## src/rtl/pad_seq_pkg.sv

```systemverilog
// rtl/pad_seq_pkg.sv - shared state, entry types and width helper for pad_sequencer
package pad_seq_pkg;

    typedef enum logic [1:0] {
        ST_IDLE = 2'd0,
        ST_REC  = 2'd1,
        ST_PLAY = 2'd2
    } pad_state_e;

    // Entry fields are sized for the largest supported keypad and duration range.
    localparam int ENT_IDX_W = 8;
    localparam int ENT_DUR_W = 16;

    typedef struct packed {
        logic                 on;
        logic [ENT_IDX_W-1:0] idx;
        logic [ENT_DUR_W-1:0] dur;
    } pad_entry_t;

    function automatic int pad_width(input int n);
        return (n <= 2) ? 1 : $clog2(n);
    endfunction

endpackage

```

## src/rtl/pad_seq_store.sv

```systemverilog
// rtl/pad_seq_store.sv - DEPTH-entry note/rest store, synchronous write, registered read
module pad_seq_store
    import pad_seq_pkg::*;
#(
    parameter  int DEPTH = 32,
    localparam int AW    = pad_width(DEPTH)
) (
    input  logic          CLK,
    input  logic          i_we,
    input  logic [AW-1:0] i_waddr,
    input  pad_entry_t    i_wdata,
    input  logic [AW-1:0] i_raddr,
    output pad_entry_t    o_rdata
);

    pad_entry_t r_mem [DEPTH];
    pad_entry_t r_rdata;

    // Write-first forwarding so a play request right after the last write sees fresh data.
    always_ff @(posedge CLK) begin
        if (i_we) begin
            r_mem[i_waddr] <= i_wdata;
        end
        if (i_we && (i_waddr == i_raddr)) begin
            r_rdata <= i_wdata;
        end else begin
            r_rdata <= r_mem[i_raddr];
        end
    end

    assign o_rdata = r_rdata;

endmodule

```

## src/rtl/pad_sequencer.sv

```systemverilog
// rtl/pad_sequencer.sv - keypad record/playback sequencer; PAD_SEQ_LOOP_PLAYBACK_EN repeats playback until stop
module pad_sequencer
    import pad_seq_pkg::*;
#(
    parameter  int NUM_KEYS = 12,
    parameter  int DEPTH    = 32,
    parameter  int DUR_W    = 8,
    parameter  int TICK_DIV = 50000,
    localparam int IDX_W    = pad_width(NUM_KEYS),
    localparam int CNT_W    = pad_width(DEPTH + 1)
) (
    input  logic                CLK,
    input  logic                RST,
    input  logic [NUM_KEYS-1:0] keys,
    input  logic                rec_start,
    input  logic                play_start,
    input  logic                stop,
    output logic                note_on,
    output logic [IDX_W-1:0]    note_idx,
    output logic [1:0]          state,
    output logic [CNT_W-1:0]    count,
    output logic                full
);

    localparam int               AW         = pad_width(DEPTH);
    localparam int               PW         = pad_width(TICK_DIV);
    localparam logic [PW-1:0]    PRESC_LAST = PW'(TICK_DIV - 1);
    localparam logic [DUR_W-1:0] DUR_MAX    = '1;
    localparam logic [CNT_W-1:0] CNT_LAST   = CNT_W'(DEPTH - 1);
`ifdef PAD_SEQ_LOOP_PLAYBACK_EN
    localparam bit               LOOP_EN    = 1'b1;
`else
    localparam bit               LOOP_EN    = 1'b0;
`endif

    pad_state_e       r_state;
    logic             r_note_on;
    logic [IDX_W-1:0] r_note_idx;
    logic [CNT_W-1:0] r_count;
    logic             r_full;
    logic [PW-1:0]    r_presc;
    logic [DUR_W-1:0] r_dur;
    logic [ENT_DUR_W-1:0] r_cur_dur;
    logic [CNT_W-1:0] r_ptr;
    logic             r_seg_on;
    logic [IDX_W-1:0] r_seg_idx;

    logic             w_on;
    logic [IDX_W-1:0] w_idx;
    logic             w_code_chg;
    logic             w_wrap;
    logic             w_we;
    logic             w_last;
    logic [CNT_W-1:0] w_next;
    logic [AW-1:0]    w_raddr;
    pad_entry_t       w_wdata;
    pad_entry_t       w_rd;

    // Scanning downward leaves the lowest pressed key as the winner.
    always_comb begin
        w_on  = 1'b0;
        w_idx = '0;
        for (int i = NUM_KEYS - 1; i >= 0; i--) begin
            if (keys[i]) begin
                w_on  = 1'b1;
                w_idx = IDX_W'(i);
            end
        end
    end

    always_comb begin
        w_code_chg  = (w_on != r_seg_on) || (w_idx != r_seg_idx);
        w_wrap      = (r_presc == PRESC_LAST);
        w_we        = (r_state == ST_REC) &&
                      (stop || w_code_chg || (w_wrap && (r_dur == DUR_MAX)));
        w_next      = r_ptr + CNT_W'(1);
        w_last      = (w_next == r_count);
        w_raddr     = ((r_state == ST_PLAY) && !w_last) ? w_next[AW-1:0] : '0;
        w_wdata     = '0;
        w_wdata.on  = r_seg_on;
        w_wdata.idx = ENT_IDX_W'(r_seg_idx);
        w_wdata.dur = ENT_DUR_W'(r_dur);
    end

    pad_seq_store #(.DEPTH(DEPTH)) u_store (
        .CLK     (CLK),
        .i_we    (w_we),
        .i_waddr (r_count[AW-1:0]),
        .i_wdata (w_wdata),
        .i_raddr (w_raddr),
        .o_rdata (w_rd)
    );

    always_ff @(posedge CLK or negedge RST) begin
        if (!RST) begin
            r_state    <= ST_IDLE;
            r_note_on  <= 1'b0;
            r_note_idx <= '0;
            r_count    <= '0;
            r_full     <= 1'b0;
            r_presc    <= '0;
            r_dur      <= '0;
            r_cur_dur  <= '0;
            r_ptr      <= '0;
            r_seg_on   <= 1'b0;
            r_seg_idx  <= '0;
        end else begin
            case (r_state)
                ST_IDLE: begin
                    r_note_on  <= w_on;
                    r_note_idx <= w_idx;
                    if (!stop && rec_start) begin
                        r_state   <= ST_REC;
                        r_count   <= '0;
                        r_full    <= 1'b0;
                        r_seg_on  <= w_on;
                        r_seg_idx <= w_idx;
                        r_presc   <= '0;
                        r_dur     <= DUR_W'(1);
                    end else if (!stop && play_start && (r_count != '0)) begin
                        r_state    <= ST_PLAY;
                        r_note_on  <= w_rd.on;
                        r_note_idx <= w_rd.idx[IDX_W-1:0];
                        r_cur_dur  <= w_rd.dur;
                        r_ptr      <= '0;
                        r_presc    <= '0;
                        r_dur      <= DUR_W'(1);
                    end
                end
                ST_REC: begin
                    r_note_on  <= w_on;
                    r_note_idx <= w_idx;
                    if (w_we) begin
                        r_count <= r_count + CNT_W'(1);
                    end
                    if (stop) begin
                        r_state <= ST_IDLE;
                    end else if (w_code_chg) begin
                        r_seg_on  <= w_on;
                        r_seg_idx <= w_idx;
                        r_presc   <= '0;
                        r_dur     <= DUR_W'(1);
                    end else if (w_wrap) begin
                        r_presc <= '0;
                        r_dur   <= (r_dur == DUR_MAX) ? DUR_W'(1) : r_dur + DUR_W'(1);
                    end else begin
                        r_presc <= r_presc + PW'(1);
                    end
                    if (w_we && (r_count == CNT_LAST)) begin
                        r_full  <= 1'b1;
                        r_state <= ST_IDLE;
                    end
                end
                ST_PLAY: begin
                    if (stop) begin
                        r_state    <= ST_IDLE;
                        r_note_on  <= w_on;
                        r_note_idx <= w_idx;
                    end else if (w_wrap) begin
                        r_presc <= '0;
                        if (ENT_DUR_W'(r_dur) == r_cur_dur) begin
                            r_dur <= DUR_W'(1);
                            if (w_last && !LOOP_EN) begin
                                r_state    <= ST_IDLE;
                                r_note_on  <= w_on;
                                r_note_idx <= w_idx;
                            end else begin
                                // Prefetched entry is already waiting in the store output.
                                r_note_on  <= w_rd.on;
                                r_note_idx <= w_rd.idx[IDX_W-1:0];
                                r_cur_dur  <= w_rd.dur;
                                r_ptr      <= w_last ? '0 : w_next;
                            end
                        end else begin
                            r_dur <= r_dur + DUR_W'(1);
                        end
                    end else begin
                        r_presc <= r_presc + PW'(1);
                    end
                end
                default: r_state <= ST_IDLE;
            endcase
        end
    end

    assign note_on  = r_note_on;
    assign note_idx = r_note_idx;
    assign state    = r_state;
    assign count    = r_count;
    assign full     = r_full;

endmodule

```

## config.mk

```make
export PLATFORM = sky130hd
export DESIGN_NAME = pad_sequencer
export DESIGN_NICKNAME = d
export VERILOG_FILES = /design/src/rtl/pad_seq_pkg.sv /design/src/rtl/pad_seq_store.sv /design/src/rtl/pad_sequencer.sv
export SDC_FILE = /design/constraint.sdc
export NUM_CORES = 1
export LEC_CHECK = 0
export CAP_MARGIN = 40
export CORE_MARGIN = 2
export CORE_UTILIZATION = 40
export DETAILED_ROUTE_END_ITERATION = 10
export DONT_BUFFER_PORTS = 1
export GPL_ROUTABILITY_DRIVEN = 0
export SETUP_SLACK_MARGIN = 0.4
export SLEW_MARGIN = 10
export SYNTH_ARGS = -nofsm -noshare
export SYNTH_HDL_FRONTEND = slang
export SYNTH_HIERARCHICAL = 1
export SYNTH_SLANG_ARGS = --single-unit
```

## constraint.sdc

```tcl
create_clock -name CLK -period 5.05 [get_ports CLK]
set_clock_uncertainty 0.15 [all_clocks]
set_input_delay 1.2625 -clock CLK [delete_from_list [all_inputs] [get_ports CLK]]
set_output_delay 1.2625 -clock CLK [all_outputs]
set_load 0.1 [all_outputs]
```

==> results of run 1 <==
-- through the flow --
stage / setup slack [ns] / cell area (um2)
CTS: 0.9449 / 35710
finish: 0.8813 / 35710
global route: 0.8091 / 35710
global placement: 0.1867 / 32820
floorplan: 0.6133 / 31600
detailed placement: 0.3389 / 33200
-- flip-flops by register name, summed over array words and instances (netlist names), named ones only --
name / count
state: 2
note_idx: 4
r_presc: 16
r_cur_dur: 16
r_dur: 8
count: 6
note_on: 1
u_store/r_mem: 672
r_ptr: 6
r_seg_on: 1
r_seg_idx: 4
full: 1
-- power breakdown --
group / switching [mW] / internal, mW / total, mW / leakage (nW)
Combinational: 3.05 / 1.72 / 4.77 / 4.59
Clock: 2.27 / 3.41 / 5.67 / 1.23
Sequential: 0.305 / 7.01 / 7.31 / 7.25
-- cell usage in the layout (no fill, tap or decap), drive strengths merged, types with 6 or more instances in the layout --
| master | instances |
|---|---|
| conb | 256 |
| nor2b | 14 |
| a31oi | 27 |
| nand3b | 7 |
| dfrtp | 65 |
| bufinv | 10 |
| a21oi | 72 |
| nand3 | 86 |
| a22oi | 63 |
| nor4 | 8 |
| clkbuf | 98 |
| edfxtp | 672 |
| and3 | 13 |
| nor2 | 71 |
| ha | 9 |
| xnor2 | 16 |
| o22ai | 8 |
| a22o | 46 |
| inv | 26 |
| buf | 95 |
| nor3 | 35 |
| nand2b | 6 |
| nand2 | 114 |
| mux2 | 22 |
| o21ai | 19 |
| clkinv | 26 |
| mux2i | 348 |
| o22a | 9 |
-- area by class of cell --
| class | count | share of cell area |
|---|---|---|
| sequential | 742 | 0.6137 |
| clock inverter | 38 | 0.01195 |
| timing repair buffer | 95 | 0.02800 |
| tap | 1030 | 0.03609 |
| inverter | 24 | 0.002523 |
| clock buffer | 98 | 0.05821 |
| multi-input combinational | 1318 | 0.2495 |
-- metal layers --
metal,global-route usage,part of all wire,vias up
li1,-,-,7916
met1,0.2675,0.45,8628
met3,0.02960,0.069,98
met5,0,0,-
met4,0.06266,0.026,0
met2,0.2852,0.46,606
-- worst max-delay path: stages (launching register included) --
cell	delay, ns
sky130_fd_sc_hd__dfrtp_1	0.41
sky130_fd_sc_hd__ha_1	0.22
sky130_fd_sc_hd__nand3_1	0.15
sky130_fd_sc_hd__or2_2	0.35
sky130_fd_sc_hd__nor2_1	0.28
sky130_fd_sc_hd__a21oi_1	0.20
sky130_fd_sc_hd__nand4_1	0.21
sky130_fd_sc_hd__and2_1	0.29
sky130_fd_sc_hd__nand3b_1	0.59
sky130_fd_sc_hd__nor2_2	0.75
sky130_fd_sc_hd__buf_8	0.24
-- final timing paths --
kind                                            from                         endpoint  slack (ns)  cells after the start
max                             r_dur[1]$_DFFE_PN0P_  u_store/r_mem[17][15]$_DFFE_PP_        0.88                     10
min                                              RST          note_idx[3]$_DFFE_PN0P_        0.19                      0
max reg2reg                     r_dur[1]$_DFFE_PN0P_  u_store/r_mem[17][15]$_DFFE_PP_        0.88                     10
min reg2reg                r_cur_dur[10]$_DFFE_PN0P_        r_cur_dur[10]$_DFFE_PN0P_        0.36                      1
max in group asynchronous                        RST        r_cur_dur[14]$_DFFE_PN0P_        4.41                      0
min in group CLK           r_cur_dur[10]$_DFFE_PN0P_        r_cur_dur[10]$_DFFE_PN0P_        0.36                      1
==> qor.yml, run 1 <==
outcome:
  run_status: "finished, final reports clean"
finish:
  num-nets-final: 2283
  syn_to_final_growth_pct: 16.53
  fillers: 6492
  layout.area.seq_mm2: 0.02191
  multiInputGateArea_mm2: 0.008910
  layout.cells.non_filler: 3345
  final_core_utilization: 0.4701
  diodes: 0
  layout-drive-gt1-share: 0.1179
timing:
  finalMaxSlewViolations: 0
  totalNegativeSetupSlack_ns: 0
  finalHoldWorstSlack_ns: 0.1902
  tightestPinTransition_ns: 0.8884
  setup_repair_after_global_routing_missed_its_margin: "no"
  slew_headroom: 0.4065
  min_period_over_period: 0.8255
  post-route-min-period_ns: 4.169
  maxClockFrequency_ghz: 0.2399
  setup_viol: 0
  finalHoldViolCount: 0
routing:
  drcViolationCount: 0
  route.detailed.vias_per_inst: 5.156
  totalWireLength_um: 72450
  drt-wirelength-per-cell_um: 21.66
  drt-pass1-iter-count: 6
  drtIter0Drc: 1545
  drtAntennaViolNets: 0
  routed-via-count: 17250
grt:
  gr-total-overflow: 0
  number_of_global_route_vias_before_repair: 16930
  grtUsageTotal: 0.1852
  grt_pass1_wl_um: 107800
  grt_antenna_before_repair: 0
  grt_max_degree: 86
floorplanning:
  design.portCount: 31
  die-width_um: 280.8
  core-area_mm2: 0.07595
  initial_core_utilization: 0.4034
  std_cell_rows: 101
  dieArea_mm2: 0.07883
  dieHeight_um: 280.8
cts:
  cts_max_path_buffers: 3
  clock_insertion_delay_worst_skew_ns: 0.61
  postCtsHoldBufs: 0
  cts_made_buffers: 76
  cts_resized: 0
  cts.reportedPaths.clkPinSlew_ns: 0.06
  cts_tree: "built"
  root_buffer_cell: "sky130_fd_sc_hd__clkbuf_16"
  cts.sinks: 742
  post-cts-setup-buffer-count: 0
  h_tree_levels: 3
pwr:
  power.static_leakage_nw: 13.06
  worst_ir_drop_vdd_uv: 435.0
  power_density_mw_per_mm2: 497.2
  design_power_total_mw: 17.75
yosys:
  postSynthCellCount: 1944
  synthesis.area_per_instance_um2: 15.76
  synthesis.yosys.warnings: 6
  synth.cell_area_mm2: 0.03064
worst_setup_path:
  worst-setup-path-type: "reg2reg"
  timing.critical_path.to_type: "register"
  critPathMaxFanout: 11
  timing.critical_path.required_ns: 5.22
  worstSetupStartpointType: "register"
  arrival_ns: 4.34
placed_design:
  dp_hpwl_um: 46140
  place.port_buffers: 0
  numPlacedInstances: 3209
job:
  max_cap_viol_count: 0
min_path:
  holdCritPathClass: "in2async"
(Power assumes the default switching activity.)
==> inputs of run 2 (changes only) <==
clock period = 3.6 ns   (was 5.05 ns; I/O delays follow)
==> qor.yml, run 2 (synthesis results as in run 1) <==
floorplanning:
  dieHeight_um: 280.8  # unchanged
  die-width_um: 280.8  # unchanged
  core-area_mm2: 0.07595  # unchanged
  initial_core_utilization: 0.4034  # unchanged
  std_cell_rows: 101  # unchanged
  dieArea_mm2: 0.07883  # unchanged
  design.portCount: 31  # unchanged
grt:
  grt_max_degree: 90  # +4.7%
  grtUsageTotal: 0.1792  # -0.005931
  gr-total-overflow: 0  # unchanged
  number_of_global_route_vias_before_repair: 17170  # +1.4%
  grt_antenna_before_repair: 3  # +3
  grt_pass1_wl_um: 104800  # -2.8%
cts:
  cts_made_buffers: 78  # +2.6%
  root_buffer_cell: "sky130_fd_sc_hd__clkbuf_16"
  h_tree_levels: 3  # unchanged
  cts.reportedPaths.clkPinSlew_ns: 0.06  # about the same
  clock_insertion_delay_worst_skew_ns: 0.63  # +0.02 ns
  cts_max_path_buffers: 3  # unchanged
  cts.sinks: 742  # unchanged
  cts_tree: "built"
finish:
  largest_register_ffs: 672  # unchanged
  finish.instance_area_mm2: 0.03642  # +2.0%
  syn_to_final_growth_pct: 18.87
  num-nets-final: 2320  # +1.6%
  layout.cells.non_filler: 3388  # +1.3%
  largest_registers: "u_store/r_mem x672, r_cur_dur x16, r_presc x16"
  fillers: 6475  # -0.26%
  layout-drive-gt1-share: 0.1383  # +0.02038
  final_cell_mix: "sky130_fd_sc_hd__edfxtp_1, sky130_fd_sc_hd__mux2i_1, sky130_fd_sc_hd__conb_1, sky130_fd_sc_hd__nand2_1, sky130_fd_sc_hd__nand3_1"
  largest_register: "u_store/r_mem"
  mostFrequentLayoutCell: "sky130_fd_sc_hd__edfxtp_1"
routing:
  route.detailed.vias_per_inst: 5.072  # -1.6%
  drtIter0Drc: 1419  # -8.2%
  totalWireLength_um: 70360  # -2.9%
  drt-wirelength-per-cell_um: 20.77  # -4.1%
  drtAntennaViolNets: 0  # unchanged
  drcViolationCount: 0  # unchanged
  routed-via-count: 17180  # -0.38%
  drt-pass1-iter-count: 5  # -1
placed_design:
  place.port_buffers: 0  # unchanged
  dp_hpwl_um: 43260  # -6.2%
  place_area_mm2: 0.03369  # +1.5%
  numPlacedInstances: 3239  # +0.93%
worst_setup_path:
  r2r-start: "r_presc[0]$_DFFE_PN0P_"
  r2r_end: "u_store/r_mem[24][10]$_DFFE_PP_"
  timing.critical_path.required_ns: 3.79  # -1.43 ns
  crit_path_cell_trace: "ha_1 -> and3_1 -> and4_1 -> a21oi_1 -> nand4_1 -> and2_4 -> buf_4 -> or3b_4 -> nor2_4 -> clkbuf_16"
  worst-setup-path-type: "reg2reg"
  ff2ff_path_depth: 10  # unchanged
  critPathMaxFanout: 10  # -1
  arrival_ns: 3.31  # -1.03 ns
  worstSetupStartpointType: "register"
  timing.critical_path.to_type: "register"
  ff2ff_setup_slack_ns: 0.48  # -0.40 ns
  cpPeakStageDelay_ns: 0.54  # -0.21 ns
  critical-path-slowest-cell: "sky130_fd_sc_hd__or3b_4"
timing:
  tightestPinTransition_ns: 0.7794  # -0.1089 ns
  post-route-min-period_ns: 3.123  # -1.045 ns
  slew_headroom: 0.4780  # +0.07146
  finalMaxSlewViolations: 0  # unchanged
  setup_viol: 0  # unchanged
  setup_repair_after_global_routing_missed_its_margin: "no"
  finalHoldViolCount: 0  # unchanged
  maxClockFrequency_ghz: 0.3202  # +33%
  min_period_over_period: 0.8676  # +0.04215
  finalHoldWorstSlack_ns: 0.02217  # -0.1680 ns
pwr:
  power_density_mw_per_mm2: 687.1  # +38%
  design_power_total_mw: 25.03  # +41%
  worst_ir_drop_vdd_uv: 625.8  # +44%
  power.static_leakage_nw: 13.29  # +1.7%
job:
  max_cap_viol_count: 0  # unchanged
min_path:
  holdCritPathClass: "in2async"
outcome:
  run_status: "finished, final reports clean"
[run 2: layout make-up]
| cell class | instances | area (um2) | area share |
|---|---|---|---|
| sequential | 742 | 21920 | 0.6019 |
| multi-input combinational | 1320 | 9032 | 0.2480 |
| clock buffer | 99 | 2126 | 0.05836 |
| timing repair buffer | 128 | 1499 | 0.04115 |
| tap | 1030 | 1289 | 0.03538 |
| clock inverter | 44 | 461.7 | 0.01268 |
| inverter | 24 | 90.09 | 0.002473 |
| antenna | 1 | 2.502 | 0.00006870 |
[run 2: how the worst max path moves through the flow]
| stage | cells past startpoint | to | slack [ns] | start |
|---|---|---|---|---|
| 2_1_floorplan | 10 | r_presc[3]$_DFFE_PN0P_ | 0.18 | keys[4] |
| 3_3_place_gp | 9 | u_store/r_mem[1][13]$_DFFE_PP_ | -0.14 | keys[0] |
| 3_5_place_dp | 9 | u_store/r_mem[30][11]$_DFFE_PP_ | -0.09 | keys[0] |
| 4_1_cts | 13 | u_store/r_mem[22][12]$_DFFE_PP_ | 0.40 | r_dur[0]$_DFFE_PN0P_ |
| 5_1_grt | 10 | u_store/r_mem[24][10]$_DFFE_PP_ | 0.39 | r_presc[0]$_DFFE_PN0P_ |
| 6_report | 10 | u_store/r_mem[24][10]$_DFFE_PP_ | 0.48 | r_presc[0]$_DFFE_PN0P_ |
[run 2: per-stage QoR]
step	setup TNS (ns)	setup slack [ns]	util
CTS	0	0.3975	0.4786
detailed placement	-3.179	-0.08679	0.4436
global placement	-9.703	-0.1378	0.4405
floorplan	0	0.1801	-
global route	0	0.3931	0.4795
finish	0	0.4765	0.4796
[run 2: report_power, final]
group          internal [mW]  leakage, nW  switching, mW
Clock                   4.83         1.26           3.23
Combinational           2.57         4.81           4.31
Sequential              9.83         7.22          0.250
[run 2: metal layers]
metal  track usage  up-vias  share of wire
li1              -     7983              -
met1        0.2355     8597           0.43
met2        0.2946      477           0.48
met3       0.03924      126          0.063
met4       0.06088        0          0.032
met5             0        -              0
[run 2: repair_timing]
action,CTS,global route
endpoints found under the setup margin,214,598
resized for setup,5,12
gates cloned,2,1
buffers inserted,1,0
hold buffers,1,0
hold endpoints to repair,65,0
pin swaps,2,2
[run 2: worst max-delay path, delay by kind of cell (launching register included)]
| family | cells | cell delay (ns) |
|---|---|---|
| and+or+nand+nor | 6 | 1.61 |
| DFF | 1 | 0.40 |
| buffers and inverters | 2 | 0.35 |
| adders and majority gates | 1 | 0.23 |
| AOI/OAI and AO/OA | 1 | 0.11 |
==> inputs of run 3 (changes only) <==
CORE_UTILIZATION = 48   (was 40)
PLACE_DENSITY = 0.65   (was not set)
==> qor.yml, run 3 (synthesis results as in run 1) <==
floorplanning:
  std_cell_rows: 92  # -8.9%
  design.portCount: 31  # unchanged
  dieHeight_um: 256.7  # -8.6%
  initial_core_utilization: 0.4857  # +0.08230
  core-area_mm2: 0.06308  # -17%
  die-width_um: 256.7  # -8.6%
  dieArea_mm2: 0.06587  # -16%
finish:
  diodes: 0  # -1
  finish.instance_area_mm2: 0.03611  # -0.85%
  layout.cells.non_filler: 3209  # -5.3%
  final_cell_mix: "sky130_fd_sc_hd__edfxtp_1, sky130_fd_sc_hd__mux2i_1, sky130_fd_sc_hd__conb_1, sky130_fd_sc_hd__nand2_1, sky130_fd_sc_hd__buf_4"
  largest_registers: "u_store/r_mem x672, r_cur_dur x16, r_presc x16"
  num-nets-final: 2329  # +0.39%
  mostFrequentLayoutCell: "sky130_fd_sc_hd__edfxtp_1"
  syn_to_final_growth_pct: 17.86
  largest_register: "u_store/r_mem"
  largest_register_ffs: 672  # unchanged
  layout-drive-gt1-share: 0.1439  # +0.005573
cts:
  cts.reportedPaths.clkPinSlew_ns: 0.06  # about the same
  clock_insertion_delay_worst_skew_ns: 0.62  # about the same
  h_tree_levels: 3  # unchanged
  cts_max_path_buffers: 3  # unchanged
  cts_tree: "built"
  root_buffer_cell: "sky130_fd_sc_hd__clkbuf_16"
  cts.sinks: 742  # unchanged
  cts_made_buffers: 78  # unchanged
placed_design:
  place.port_buffers: 0  # unchanged
  dp_hpwl_um: 41470  # -4.1%
  numPlacedInstances: 3052  # -5.8%
  place_worst_setup_slack_ns: -0.02397  # +0.06282 ns
  place_area_mm2: 0.03333  # -1.1%
worst_setup_path:
  arrival_ns: 3.35  # +0.04 ns
  critical-path-top-delay-family: "simple AND/OR/NAND/NOR gates"
  worstSetupStartpointType: "register"
  cp_num_buf_inv: 3  # +1
  critPathMaxFanout: 5  # -5
  timing.critical_path.to_type: "register"
  critical-path-slowest-cell: "sky130_fd_sc_hd__or3b_4"
  crit_path_cell_trace: "ha_1 -> nand3_2 -> or2_4 -> nor2_4 -> a21oi_1 -> nand4_1 -> and2_4 -> buf_4 -> or3b_4 -> buf_4 -> nor2_4 -> clkbuf_16"
  worst-setup-path-type: "reg2reg"
  timing.critical_path.required_ns: 3.78  # about the same
  cpPeakStageDelay_ns: 0.44  # -0.10 ns
timing:
  slew_headroom: 0.4788  # +0.0008510
  maxClockFrequency_ghz: 0.3155  # -1.4%
  finalWorstSetupSlack_ns: 0.4308  # -0.04575 ns
  finalMaxSlewViolations: 0  # unchanged
  min_period_over_period: 0.8803  # +0.01271
  tightestPinTransition_ns: 0.7799  # +0.0004720 ns
  setup_viol: 0  # unchanged
  finalHoldViolCount: 0  # unchanged
  post-route-min-period_ns: 3.169  # +0.04575 ns
  setup_repair_after_global_routing_missed_its_margin: "no"
min_path:
  holdCritPathClass: "reg2reg"
routing:
  drtIter0Drc: 1586  # +12%
  totalWireLength_um: 67540  # -4.0%
  drt-pass1-iter-count: 6  # +1
  routed-via-count: 17110  # -0.44%
  drtAntennaViolNets: 0  # unchanged
  route.detailed.vias_per_inst: 5.331  # +5.1%
  drcViolationCount: 0  # unchanged
  drt-wirelength-per-cell_um: 21.05  # +1.4%
pwr:
  pwr-share-seq: 0.409  # +0.006
  internal_power_mw: 16.87  # -2.1%
  worst_ir_drop_vdd_uv: 742.4  # +19%
  power.static_leakage_nw: 13.27  # -0.13%
  power.share.switching: 0.3164  # +0.005189
  switching_power_mw: 7.808  # +0.25%
  p_comb_frac: 0.275  # about the same
  clock_power_share: 0.315  # -0.007
  power_density_mw_per_mm2: 683.3  # -0.55%
  design_power_total_mw: 24.68  # -1.4%
grt:
  gr-total-overflow: 0  # unchanged
  grtUsageTotal: 0.2038  # +0.02457
  grt_antenna_before_repair: 3  # unchanged
  grt_pass1_wl_um: 101300  # -3.4%
  grt_max_degree: 85  # -5.6%
  number_of_global_route_vias_before_repair: 17310  # +0.85%
job:
  max_cap_viol_count: 0  # unchanged
outcome:
  run_status: "finished, final reports clean"
run 3: worst paths after layout:
check,depth (start not counted),to,slack [ns],start
worst max-delay path,12,u_store/r_mem[8][19]$_DFFE_PP_,0.43,r_dur[0]$_DFFE_PN0P_
min in group asynchronous,2,r_presc[0]$_DFFE_PN0P_,0.70,RST
worst max register to register,12,u_store/r_mem[8][19]$_DFFE_PP_,0.43,r_dur[0]$_DFFE_PN0P_
worst min register to register,1,r_cur_dur[8]$_DFFE_PN0P_,0.36,r_cur_dur[8]$_DFFE_PN0P_
max in group asynchronous,2,count[2]$_DFFE_PN0P_,2.29,RST
worst min-delay path,1,r_cur_dur[8]$_DFFE_PN0P_,0.36,r_cur_dur[8]$_DFFE_PN0P_
run 3: cell type report:
class | count | area, um2
Clock buffer | 94 | 2022
Multi-Input combinational cell | 1319 | 9024
Timing Repair Buffer | 138 | 1538
Fill cell | 4965 | 26970
Sequential cell | 742 | 21920
Tap cell | 846 | 1059
Clock inverter | 46 | 457.9
Inverter | 24 | 90.09
run 3: power groups by stage:
stage                     Sequential, mW  Clock, mW  Combinational, mW
after CTS                           10.1       7.95               6.72
final                               10.1       7.78               6.80
after global routing                10.1       8.29               7.25
after detailed placement            10.3          0               6.69
after global placement              10.4          0               6.21
after floorplan                     10.6          0               4.39
run 3: what timing repair did:
item	in CTS	in global routing
pin swaps	1	6
hold buffers	2	0
gates cloned	0	4
endpoints found under the setup margin	464	579
gates resized for setup	8	18
buffers inserted	1	10
hold endpoints to repair	65	0
run 3: per-stage QoR:
stage	TNS, ns	util	hold slack, ns
after floorplan	0	-	0.3296
after global placement	-14.45	0.5244	0.3444
after detailed placement	-1.290	0.5284	0.3505
after CTS	0	0.5689	0.3288
after global routing	0	0.5725	0.3694
final	0	0.5725	0.3591
run 3: layer usage:
| layer | wire, um | share of wire | up-vias | track usage |
|---|---|---|---|---|
| met2 | 32020 | 0.47 | 543 | 0.3260 |
| met1 | 27690 | 0.41 | 8425 | 0.2591 |
| met4 | 2915 | 0.043 | 2 | 0.09125 |
| met5 | 8 | 0.00012 | - | 0 |
| li1 | - | - | 8000 | - |
| met3 | 4906 | 0.073 | 137 | 0.05822 |
